===== src/rtl/board_io_conditioner.sv =====
// Board input conditioning: 2-flop synchronizers, per-input debounce, and a
// button-driven reset-hold FSM producing a glitch-free active-low core reset.
//
// state  | meaning
// S_IDLE | core running, cpu_rst_n = 1
// S_HOLD | core held in reset, cpu_rst_n = 0, hold_cnt counts down
module board_io_conditioner #(
    parameter int DEBOUNCE_CYCLES = 1000,
    parameter int RST_HOLD        = 16
) (
    input  logic        clk,
    input  logic        rst,
    input  logic [15:0] sw_raw,
    input  logic        btn_raw,
    output logic [15:0] sw_stable,
    output logic [15:0] sw_changed,
    output logic        btn_stable,
    output logic        btn_press,
    output logic        cpu_rst_n
);
    localparam int N  = 17;
    localparam int CW = $clog2(DEBOUNCE_CYCLES + 1);
    localparam int HW = $clog2(RST_HOLD + 1);
    localparam logic [CW-1:0] CNT_LAST  = CW'(DEBOUNCE_CYCLES - 1);
    localparam logic [HW-1:0] HOLD_LOAD = HW'(RST_HOLD);

    typedef enum logic {S_IDLE, S_HOLD} state_t;

    logic [N-1:0]  sync_a;
    logic [N-1:0]  syn;
    logic [N-1:0]  stable;
    logic [N-1:0]  pulse;
    logic [CW-1:0] cnt [N];

    state_t        state;
    state_t        state_nxt;
    logic [HW-1:0] hold_cnt;
    logic [HW-1:0] hold_nxt;

    // Bit 16 carries the button; bits 15:0 the switches.
    always_ff @(posedge clk) begin
        if (rst) begin
            sync_a <= '0;
            syn    <= '0;
        end else begin
            sync_a <= {btn_raw, sw_raw};
            syn    <= sync_a;
        end
    end

    always_ff @(posedge clk) begin
        if (rst) begin
            stable <= '0;
            pulse  <= '0;
            for (int i = 0; i < N; i++) begin
                cnt[i] <= '0;
            end
        end else begin
            for (int i = 0; i < N; i++) begin
                pulse[i] <= 1'b0;
                if (syn[i] == stable[i]) begin
                    cnt[i] <= '0;
                end else if (cnt[i] == CNT_LAST) begin
                    stable[i] <= syn[i];
                    cnt[i]    <= '0;
                    // Switches pulse on any update; the button only on press.
                    pulse[i]  <= (i < 16) ? 1'b1 : syn[i];
                end else begin
                    cnt[i] <= cnt[i] + CW'(1);
                end
            end
        end
    end

    assign sw_stable  = stable[15:0];
    assign sw_changed = pulse[15:0];
    assign btn_stable = stable[16];
    assign btn_press  = pulse[16];

    always_comb begin
        state_nxt = state;
        hold_nxt  = hold_cnt;
        case (state)
            S_IDLE: begin
                if (btn_press) begin
                    state_nxt = S_HOLD;
                    hold_nxt  = HOLD_LOAD;
                end
            end
            S_HOLD: begin
                // A fresh press extends the hold rather than ending it.
                if (btn_press) begin
                    hold_nxt = HOLD_LOAD;
                end else if (hold_cnt == HW'(1)) begin
                    state_nxt = S_IDLE;
                end else begin
                    hold_nxt = hold_cnt - HW'(1);
                end
            end
            default: state_nxt = S_HOLD;
        endcase
    end

    always_ff @(posedge clk) begin
        if (rst) begin
            state     <= S_HOLD;
            hold_cnt  <= HOLD_LOAD;
            cpu_rst_n <= 1'b0;
        end else begin
            state     <= state_nxt;
            hold_cnt  <= hold_nxt;
            cpu_rst_n <= (state_nxt == S_IDLE);
        end
    end

endmodule


===== config.mk =====
export PLATFORM = sky130hd
export DESIGN_NAME = board_io_conditioner
export DESIGN_NICKNAME = d
export VERILOG_FILES = /design/src/rtl/board_io_conditioner.sv
export SDC_FILE = /design/constraint.sdc
export NUM_CORES = 1
export LEC_CHECK = 0
export CAP_MARGIN = 20
export CORE_UTILIZATION = 50
export CTS_BUF_LIST = sky130_fd_sc_hd__clkbuf_8
export CTS_CLUSTER_DIAMETER = 30
export DETAILED_ROUTE_END_ITERATION = 8
export PLACE_DENSITY = 0.77
export SKIP_CTS_REPAIR_TIMING = 1
export SYNTH_ARGS = -nofsm -noshare
export SYNTH_HDL_FRONTEND = slang
export SYNTH_SLANG_ARGS = --single-unit

===== constraint.sdc =====
create_clock -name clk -period 4.18 [get_ports clk]
set_clock_uncertainty 0.15 [all_clocks]
set_input_delay 0.836 -clock clk [delete_from_list [all_inputs] [get_ports clk]]
set_output_delay 0.836 -clock clk [all_outputs]
set_load 0.02 [all_outputs]

==> impl_metrics.json <==
{
  "status": "complete, no violations",
  "cts_tree": "done",
  "setup_slack_ns": 1.59,
  "grt_pass1_wl_um": 35000,
  "worst_pin_slew_ns": 0.844,
  "vdd_drop_max_mv": 0.243,
  "cp_data_arrival_time_ns": 1.61,
  "rr_worst_depth": 5,
  "rsz0062_at_grt": "false",
  "synthMostInstantiatedCell": "nor2_1",
  "max_stage_delay_ns": 0.64,
  "start_util": 0.511,
  "synthArstFlopShare": 0,
  "track_usage": 0.177,
  "p_per_area_nw_per_um2": 424,
  "max_slew_margin": 0.438,
  "netlist_instances": 1068,
  "ys_seq_area_frac": 0.571,
  "nFillCells": 1856,
  "ff2ff_setup_slack_ns": 2.18,
  "synth-edff-count": 170,
  "syn_to_final_growth_pct": 24.0,
  "core-area_um2": 22600,
  "num_io_pins": 54,
  "intPower_w": 0.00473,
  "clkPwrFrac": 0.488,
  "period_share": 0.621,
  "combPwrFrac": 0.049,
  "crit_chain": "clkdlybuf4s50_1",
  "fmax_ghz": 0.385,
  "yosysTopAreaCell": "edfxtp_1",
  "cts_max_level": 2,
  "ys_types": 54,
  "via_per_inst": 4.92,
  "ys_seq_elements": 245,
  "seqPwrFrac": 0.463,
  "whs_endpoint": "syn[12]$_SDFF_PP0_",
  "finalHoldViolCount": 0,
  "drc": 0,
  "avgSynthCellArea_um2": 10.8,
  "criticalPathCategory": "flop to output port",
  "slew_viol_final": 0,
  "synth_area_leaders": "edfxtp_1 (44%), dfxtp_1 (13%), nor2_1 (5.7%)",
  "dieArea_um2": 23700,
  "cts-root-buf": "clkbuf_8",
  "first_iter_violations": 415,
  "antenna_found_initial": 0,
  "clock_latency_ns": 0.57,
  "period_needed_ns": 2.59,
  "cts_sinks": 245,
  "worst_r2r_startpoint": "cnt[0][0]$_SDFFCE_PN0P_",
  "r2r-end": "cnt[0][5]$_SDFFCE_PN0P_",
  "place_congestion": 0.833,
  "synth_area_um2": 11600,
  "grt_pass1_vias": 7985,
  "cp-end-kind": "output port",
  "switching_power_w": 0.00135,
  "swShare": 0.223,
  "diodes": 0,
  "die_h_um": 154,
  "hold-worst-slack_ns": 0.271,
  "worstSetupStartpointType": "flop",
  "yosysWarnings": 0,
  "synth_top_area_share": 0.441,
  "place_hpwl_um": 14300,
  "drive_above_1_share": 0.0886,
  "grt_overflow_total": 0,
  "antenna_left": 0,
  "hp-class": "flop to flop",
  "wl_um": 20100,
  "crit_fanout": 4,
  "vias": 8229,
  "crit_buf_inv": 1,
  "numCtsBuffers": 56,
  "dr.pass1.iters": 7,
  "die_w_um": 154,
  "timing.hold.worst.start": "sync_a[12]$_SDFF_PP0_",
  "io_buffers": 53,
  "tns_ns": 0,
  "critPathTopFamily": "buffers and inverters",
  "ctsLongestPathBuffers": 3,
  "setup_viol": 0,
  "synthFlopType": "edfxtp_1",
  "required_ns": 3.19,
  "hold-path-cell-count": 1,
  "setup.worst_path.start": "stable[16]$_SDFFE_PP0P_",
  "placed_area_um2": 13100,
  "clkSlewWorstSetupHoldPaths_ns": 0.05,
  "grt_max_degree": 50,
  "nNetsFinal": 1378,
  "p_leak_nw": 5.70,
  "rows": 55,
  "place_ws_ns": 1.47,
  "slowest_stage": "clkdlybuf4s50_1",
  "synthTopCellsByCount": "nor2_1 (177), edfxtp_1 (170), dfxtp_1 (75)",
  "cap_viol_max_count": 0,
  "avgRoutedWirePerCell_um": 12.0,
  "fin_area_um2": 14400
}
-- power by group through the flow --
stage,combinational (W),sequential (W),clock (W)
finish,0.000296,0.00282,0.00297
global route,0.000341,0.00283,0.00318
CTS,0.000295,0.00282,0.00305
detailed placement,0.000288,0.00286,0
global placement,0.000281,0.00286,0
floorplan,0.000231,0.00284,0
-- through the flow --
| step | std cells | power (W) | util |
|---|---|---|---|
| after CTS | 1673 | 0.00616 | 0.634 |
| after floorplan | 1237 | 0.00307 | - |
| after global placement | 1567 | 0.00314 | 0.577 |
| after detailed placement | 1567 | 0.00315 | 0.577 |
| after global routing | 1673 | 0.00635 | 0.634 |
| final | 1673 | 0.00608 | 0.634 |
-- cell usage in the layout (no fill, tap or decap), drive strengths merged, types with 13 or more instances in the layout --
master and count:
a21oi 39, and2b 19, and3 44, and4 13, clkbuf 66, clkdlybuf4s50 52
clkinv 15, conb 170, dfxtp 75, edfxtp 170, ha 19, inv 38
nand2 67, nand2b 23, nand3 74, nand4 29, nor2 177, nor2b 33
nor3 19, o221a 13, xnor2 54, xor2 56
-- cell families after synthesis --
group,after synthesis,synth area share
and+or+nand+nor,541,0.240
DFF,245,0.571
xor gates and xnor gates,110,0.0833
AOI/OAI and AO/OA,104,0.0638
buffers and inverters,39,0.0128
adders and majority gates,19,0.0205
muxes,9,0.00779
other,1,0.000324
-- metal layers --
metal / share of wire / track usage / vias to the layer above
met2: 0.46 / 0.291 / 150
met3: 0.051 / 0.0448 / 42
met1: 0.47 / 0.227 / 3789
met4: 0.021 / 0.0614 / 0
li1: - / - / 4248
met5: 0 / 0 / -
-- registers in the layout, indices dropped and copies added, names as in the netlist --
register	cells
state	1
hold_cnt	5
cpu_rst_n	1
stable	17
sync_a	17
pulse	17
cnt	170
syn	17
-- worst max path at each step --
stage / end / slack, ns / cells past startpoint
floorplan: cnt[1][1]$_SDFFCE_PN0P_ / 2.09 / 4
global placement: cnt[6][6]$_SDFFCE_PN0P_ / 1.50 / 5
detailed placement: cnt[6][3]$_SDFFCE_PN0P_ / 1.47 / 5
CTS: btn_stable / 1.53 / 1
global route: btn_stable / 1.50 / 1
finish: btn_stable / 1.59 / 1
-- area by class of cell --
cell class / count / area [um2] / share of cell area
Timing Repair Buffer: 56 / 548 / 0.0382
Clock buffer: 66 / 908 / 0.0633
Multi-Input combinational cell: 953 / 5450 / 0.380
Sequential cell: 245 / 6610 / 0.460
Tap cell: 285 / 357 / 0.0248
Clock inverter: 40 / 377 / 0.0262
Inverter: 28 / 105 / 0.00732
No activity file was read; power rests on OpenSTA's default activity.
==> patch 1, RTL diff (config.mk and constraints unchanged) <==
Set the parameter `DEBOUNCE_CYCLES` to 2000 (it was 1000).
--- a/src/rtl/board_io_conditioner.sv
+++ b/src/rtl/board_io_conditioner.sv
@@ -6,5 +6,5 @@
 // S_HOLD | core held in reset, cpu_rst_n = 0, hold_cnt counts down
 module board_io_conditioner #(
-    parameter int DEBOUNCE_CYCLES = 1000,
+    parameter int DEBOUNCE_CYCLES = 2000,
     parameter int RST_HOLD        = 16
 ) (
Function: same outputs for any inputs over 4 cycles, from zero or initial values and one cycle with rst high; that may be too few to reach the edited logic, so the function may still have changed.
==> patch 1 against the original RTL <==
  * Sequential cell count is 17 higher
  * Combinational power hardly changed
  * Worst setup slack hardly changed
  * Routed wire length is 2.7% lower
  * Utilization is 0.41 points lower
  * Sequential power is 7% higher
  * Final area is 3.9% higher
  * Cell count is 5.0% higher
  * Power is 2.4% higher
  * Area after synthesis is 5.2% higher
  * First-iteration DRC count is 2.9% lower
  * Fmax hardly changed
==> patch 1: results (changes against the original RTL) <==
Outcome
  – Status: complete, no violations

Worst hold path
  – Hold Startpoint: sync_a[16]

Final layout
  – Layout cell share with drive strength beyond 1: 0.07794 (-0.01068)
  – Multi-input gates: 988 (+3.7%)
  – Logic inverters: 25 (-11%)
  – Clock network area share: 0.08382 (-0.005730)
  – Non-clk bufs: 54 (-3.6%)
  – Area of the multi-input gates: 5508 sq um (+1.1%)
  – FILL cells: 1978 (+6.6%)
  – Final core utilization: 0.6297 (-0.004119)
  – Final Cell Area: 14910 sq um (+3.9%)
  – Seq/total area: 0.4772 (+0.01685)
  – Max FFs per register: 187 (+10%)
  – NonClk Buf Share: 0.03658 (-0.001610)

Setup path
  – Reg2reg end: cnt[4][9]
  – Worst R2R Setup Slack: 2030 ps (-150 ps)
  – Worst R2R Start: cnt[4][0]
  – CP endpoint: btn_stable

Drt
  – Vias: 8070 (-1.9%)
  – Initial DRC count: 403 (-2.9%)
  – Avg Vias per Cell: 4.596 (-6.6%)
  – Total wire length: 19600 um (-2.7%)
  – Met2 wire len: 9060 um (-2.3%)
  – DRT Pass-1 Iters: 4 (-3)
  – Post-route met1 wirelength: 9093 um (-3.5%)
  – Met3 WL post-DR: 1004 um (-2.2%)

Global routing
  – Global-route wire length before repair: 33820 um (-3.5%)
  – GRT Util Overall: 0.1660 (-0.01087)
  – Met1 usage: 0.2009 (-0.02612)
  – Vias in the first global route: 7966 (-0.24%)
  – GRT met3 Usage: 0.04599 (+0.001176)
  – M2 GR Usage: 0.2782 (-0.01253)

Placed design
  – Detail Placement HPWL: 13360 um (-6.3%)
  – Area post-placement: 13660 sq um (+4.6%)
  – RD Place Congestion: 0.8006 (-3.8%)
  – Placed cell count: 1648 (+5.2%)

Yosys
  – Top-area cell type share of the netlist area: 0.4614 (+0.02017)
  – Distinct cell type count after synthesis: 40 (-26%)
  – Register area share after synthesis: 0.5848 (+0.01377)
  – Number of synthesized flops with an enable pin: 187 (+10%)
  – Commonest cells post-synth: nor2_1, edfxtp_1, xnor2_1

Clock network
  – Clock Sinks: 262 (+6.9%)
  – CTS buffer count: 57 (+1.8%)
  – CTS Buffer Depth: 3 (unchanged)

Power and ir drop
  – Net Sw Frac: 0.2271 (+0.004540)
  – Combinational Power: 0.295 mW (about the same)
  – P_leak: 5.508 nW (-3.4%)
  – Flop pwr share: 0.483 (+0.020)
  – Cell Int Power: 4.815 mW (+1.8%)
  – Peak supply drop: 0.3605 mV (+48%)

Timing
  – Peak Freq: 385.5 MHz (about the same)
## patch 1: cell types whose count changed in the layout (fill, tap and decap cells not counted), moves of 9 or more
cell,unedited run,this run
and2b_1,15,0
nand3_1,74,52
nor4_1,4,13
o211ai_1,9,0
or2_2,3,12
o221a_2,13,0
xnor2_1,54,110
edfxtp_1,170,187
and3_1,44,13
conb_1,170,187
a21o_1,10,0
nor2_1,177,240
nor3_1,19,54
a21oi_1,39,3
## patch 1: kinds of logic (layout without fill, tap and decap cells)
kind of cell	count (synthesis)	after routing	synth area share
AND/OR/NAND/NOR	588	588	0.2357
flip-flops	262	262	0.5848
adder cells (fa/ha/maj)	19	19	0.01954
other	1	187	0.0003082
AO/OA/AOI/OAI	7	7	0.003393
XOR/XNOR	170	170	0.1224
buffers and inverters	50	187	0.01995
multiplexers	17	17	0.01398
==> patch 2, RTL diff (config.mk and constraints unchanged) <==
Made on the original files. Remove the register `cpu_rst_n`: a continuous assignment takes its place, so the output `cpu_rst_n` follows one clock earlier.
--- a/src/rtl/board_io_conditioner.sv
+++ b/src/rtl/board_io_conditioner.sv
@@ -106,12 +106,12 @@
             state     <= S_HOLD;
             hold_cnt  <= HOLD_LOAD;
-            cpu_rst_n <= 1'b0;
         end else begin
             state     <= state_nxt;
             hold_cnt  <= hold_nxt;
-            cpu_rst_n <= (state_nxt == S_IDLE);
         end
     end
 
+    assign cpu_rst_n = (state_nxt == S_IDLE);
+
 endmodule
 
Function: same outputs for any inputs over 4 cycles, from zero or initial values and one cycle with rst high; that may be too few to reach the edited logic, so the function may still have changed.
==> patch 2 against the original RTL <==
  * Final area decreased by 0.20%
  * Worst setup slack got worse by 900 ps
  * Area after synthesis fell by 0.70%
  * Sequential cell count down 1
  * Routed wire length down 0.50%
  * Power is 2.7% higher
  * Cell count decreased by 0.42%
==> patch 2: results (changes against the original RTL) <==
Final layout
  – Final #Nets: 1374 (-0.29%)
  – Final non-filler cell total: 1666 (-0.42%)

Yosys
  – Commonest cells post-synth: nor2_1, edfxtp_1, nand3_1
  – Distinct cell type count after synthesis: 47 (-13%)
  – Register area share after synthesis: 0.5734 (+0.002300)
  – Synth Area per Inst: 10.78 sq um (-0.52%)
  – Main area contributors after synthesis: edfxtp_1, dfxtp_1, nor2_1, xor2_1, xnor2_1

Global routing
  – Vias in the first global route: 8097 (+1.4%)
  – Largest net degree at the start of global routing: 66 (+32%)

Placed design
  – Detail Placement HPWL: 13910 um (-2.5%)
  – RD Place Congestion: 0.8194 (-1.6%)
  – Pre-CTS setup slack: 1247 ps (-225.1 ps)

Worst hold path
  – Min-Delay Endpoint: syn[6]

Drt
  – Avg Vias per Cell: 4.930 (+0.24%)
  – Initial DRC count: 433 (+4.3%)
  – Drt wl/cell: 12.03 um (about the same)
  – DRT Pass-1 Iters: 4 (-3)

Timing
  – Period utilization: 0.8366 (+0.2159)
  – Slew HR: 0.5727 (+0.1351)

Power and ir drop
  – P_leak: 5.651 nW (-0.84%)
  – Peak supply drop: 0.3249 mV (+34%)

Setup path
  – Crit path max-delay family: simple AND/OR/NAND/NOR gates
  – Worst endpoint data arrival time: 2510 ps (+900 ps)
  – Worst R2R Setup Slack: 2220 ps (+40 ps)

Outcome
  – Status: complete, no violations

Clock network
  – CTS buffer count: 55 (-1.8%)
[patch 2: how the worst max path moves through the flow]
stage                startpoint         to  depth (start not counted)
CTS                 hold_cnt[0]  cpu_rst_n                          5
finish              hold_cnt[0]  cpu_rst_n                          5
global placement    hold_cnt[0]  cpu_rst_n                          5
global route        hold_cnt[0]  cpu_rst_n                          5
floorplan           hold_cnt[0]  cpu_rst_n                          4
detailed placement  hold_cnt[0]  cpu_rst_n                          5
[patch 2: cell type report]
type | count | area share
clock buffer | 64 | 0.06151
clock inverter | 38 | 0.03250
inverter | 25 | 0.006553
multi-input combinational | 956 | 0.3773
sequential | 244 | 0.4599
tap | 285 | 0.02490
timing repair buffer | 54 | 0.03739
[patch 2: layer usage]
layer	up-vias	routed length (um)	track usage
met5	-	0	0
met4	0	458	0.06810
met3	42	872	0.04030
met2	146	9637	0.3058
met1	3793	9069	0.2135
li1	4233	-	-
[patch 2: metrics by stage]
stage	hold WS (ps)	instance area (sq um)	total power, mW	util
2_1_floorplan	263.8	12120	3.046	-
3_3_place_gp	266.6	12970	3.117	0.5748
3_5_place_dp	273.7	12970	3.130	0.5748
4_1_cts	280.4	14320	6.327	0.6345
5_1_grt	302.7	14320	6.507	0.6345
6_report	283.7	14320	6.248	0.6345
[patch 2: report_power, final]
group	internal (mW)	switching [mW]	total [mW]
Combinational	0.136	0.154	0.291
Sequential	2.70	0.102	2.80
Clock	2.08	1.08	3.16
[patch 2: cells by family (layout without fill, tap and decap cells)]
group	Yosys count	after routing	share of synthesized area
buffers and inverters	35	181	0.01155
DFF	244	244	0.5734
AOI/OAI and AO/OA	105	105	0.06372
xor gates and xnor gates	111	111	0.08463
other	1	170	0.0003264
adders and majority gates	19	19	0.02070
muxes	8	8	0.006971
and+or+nand+nor	543	543	0.2388
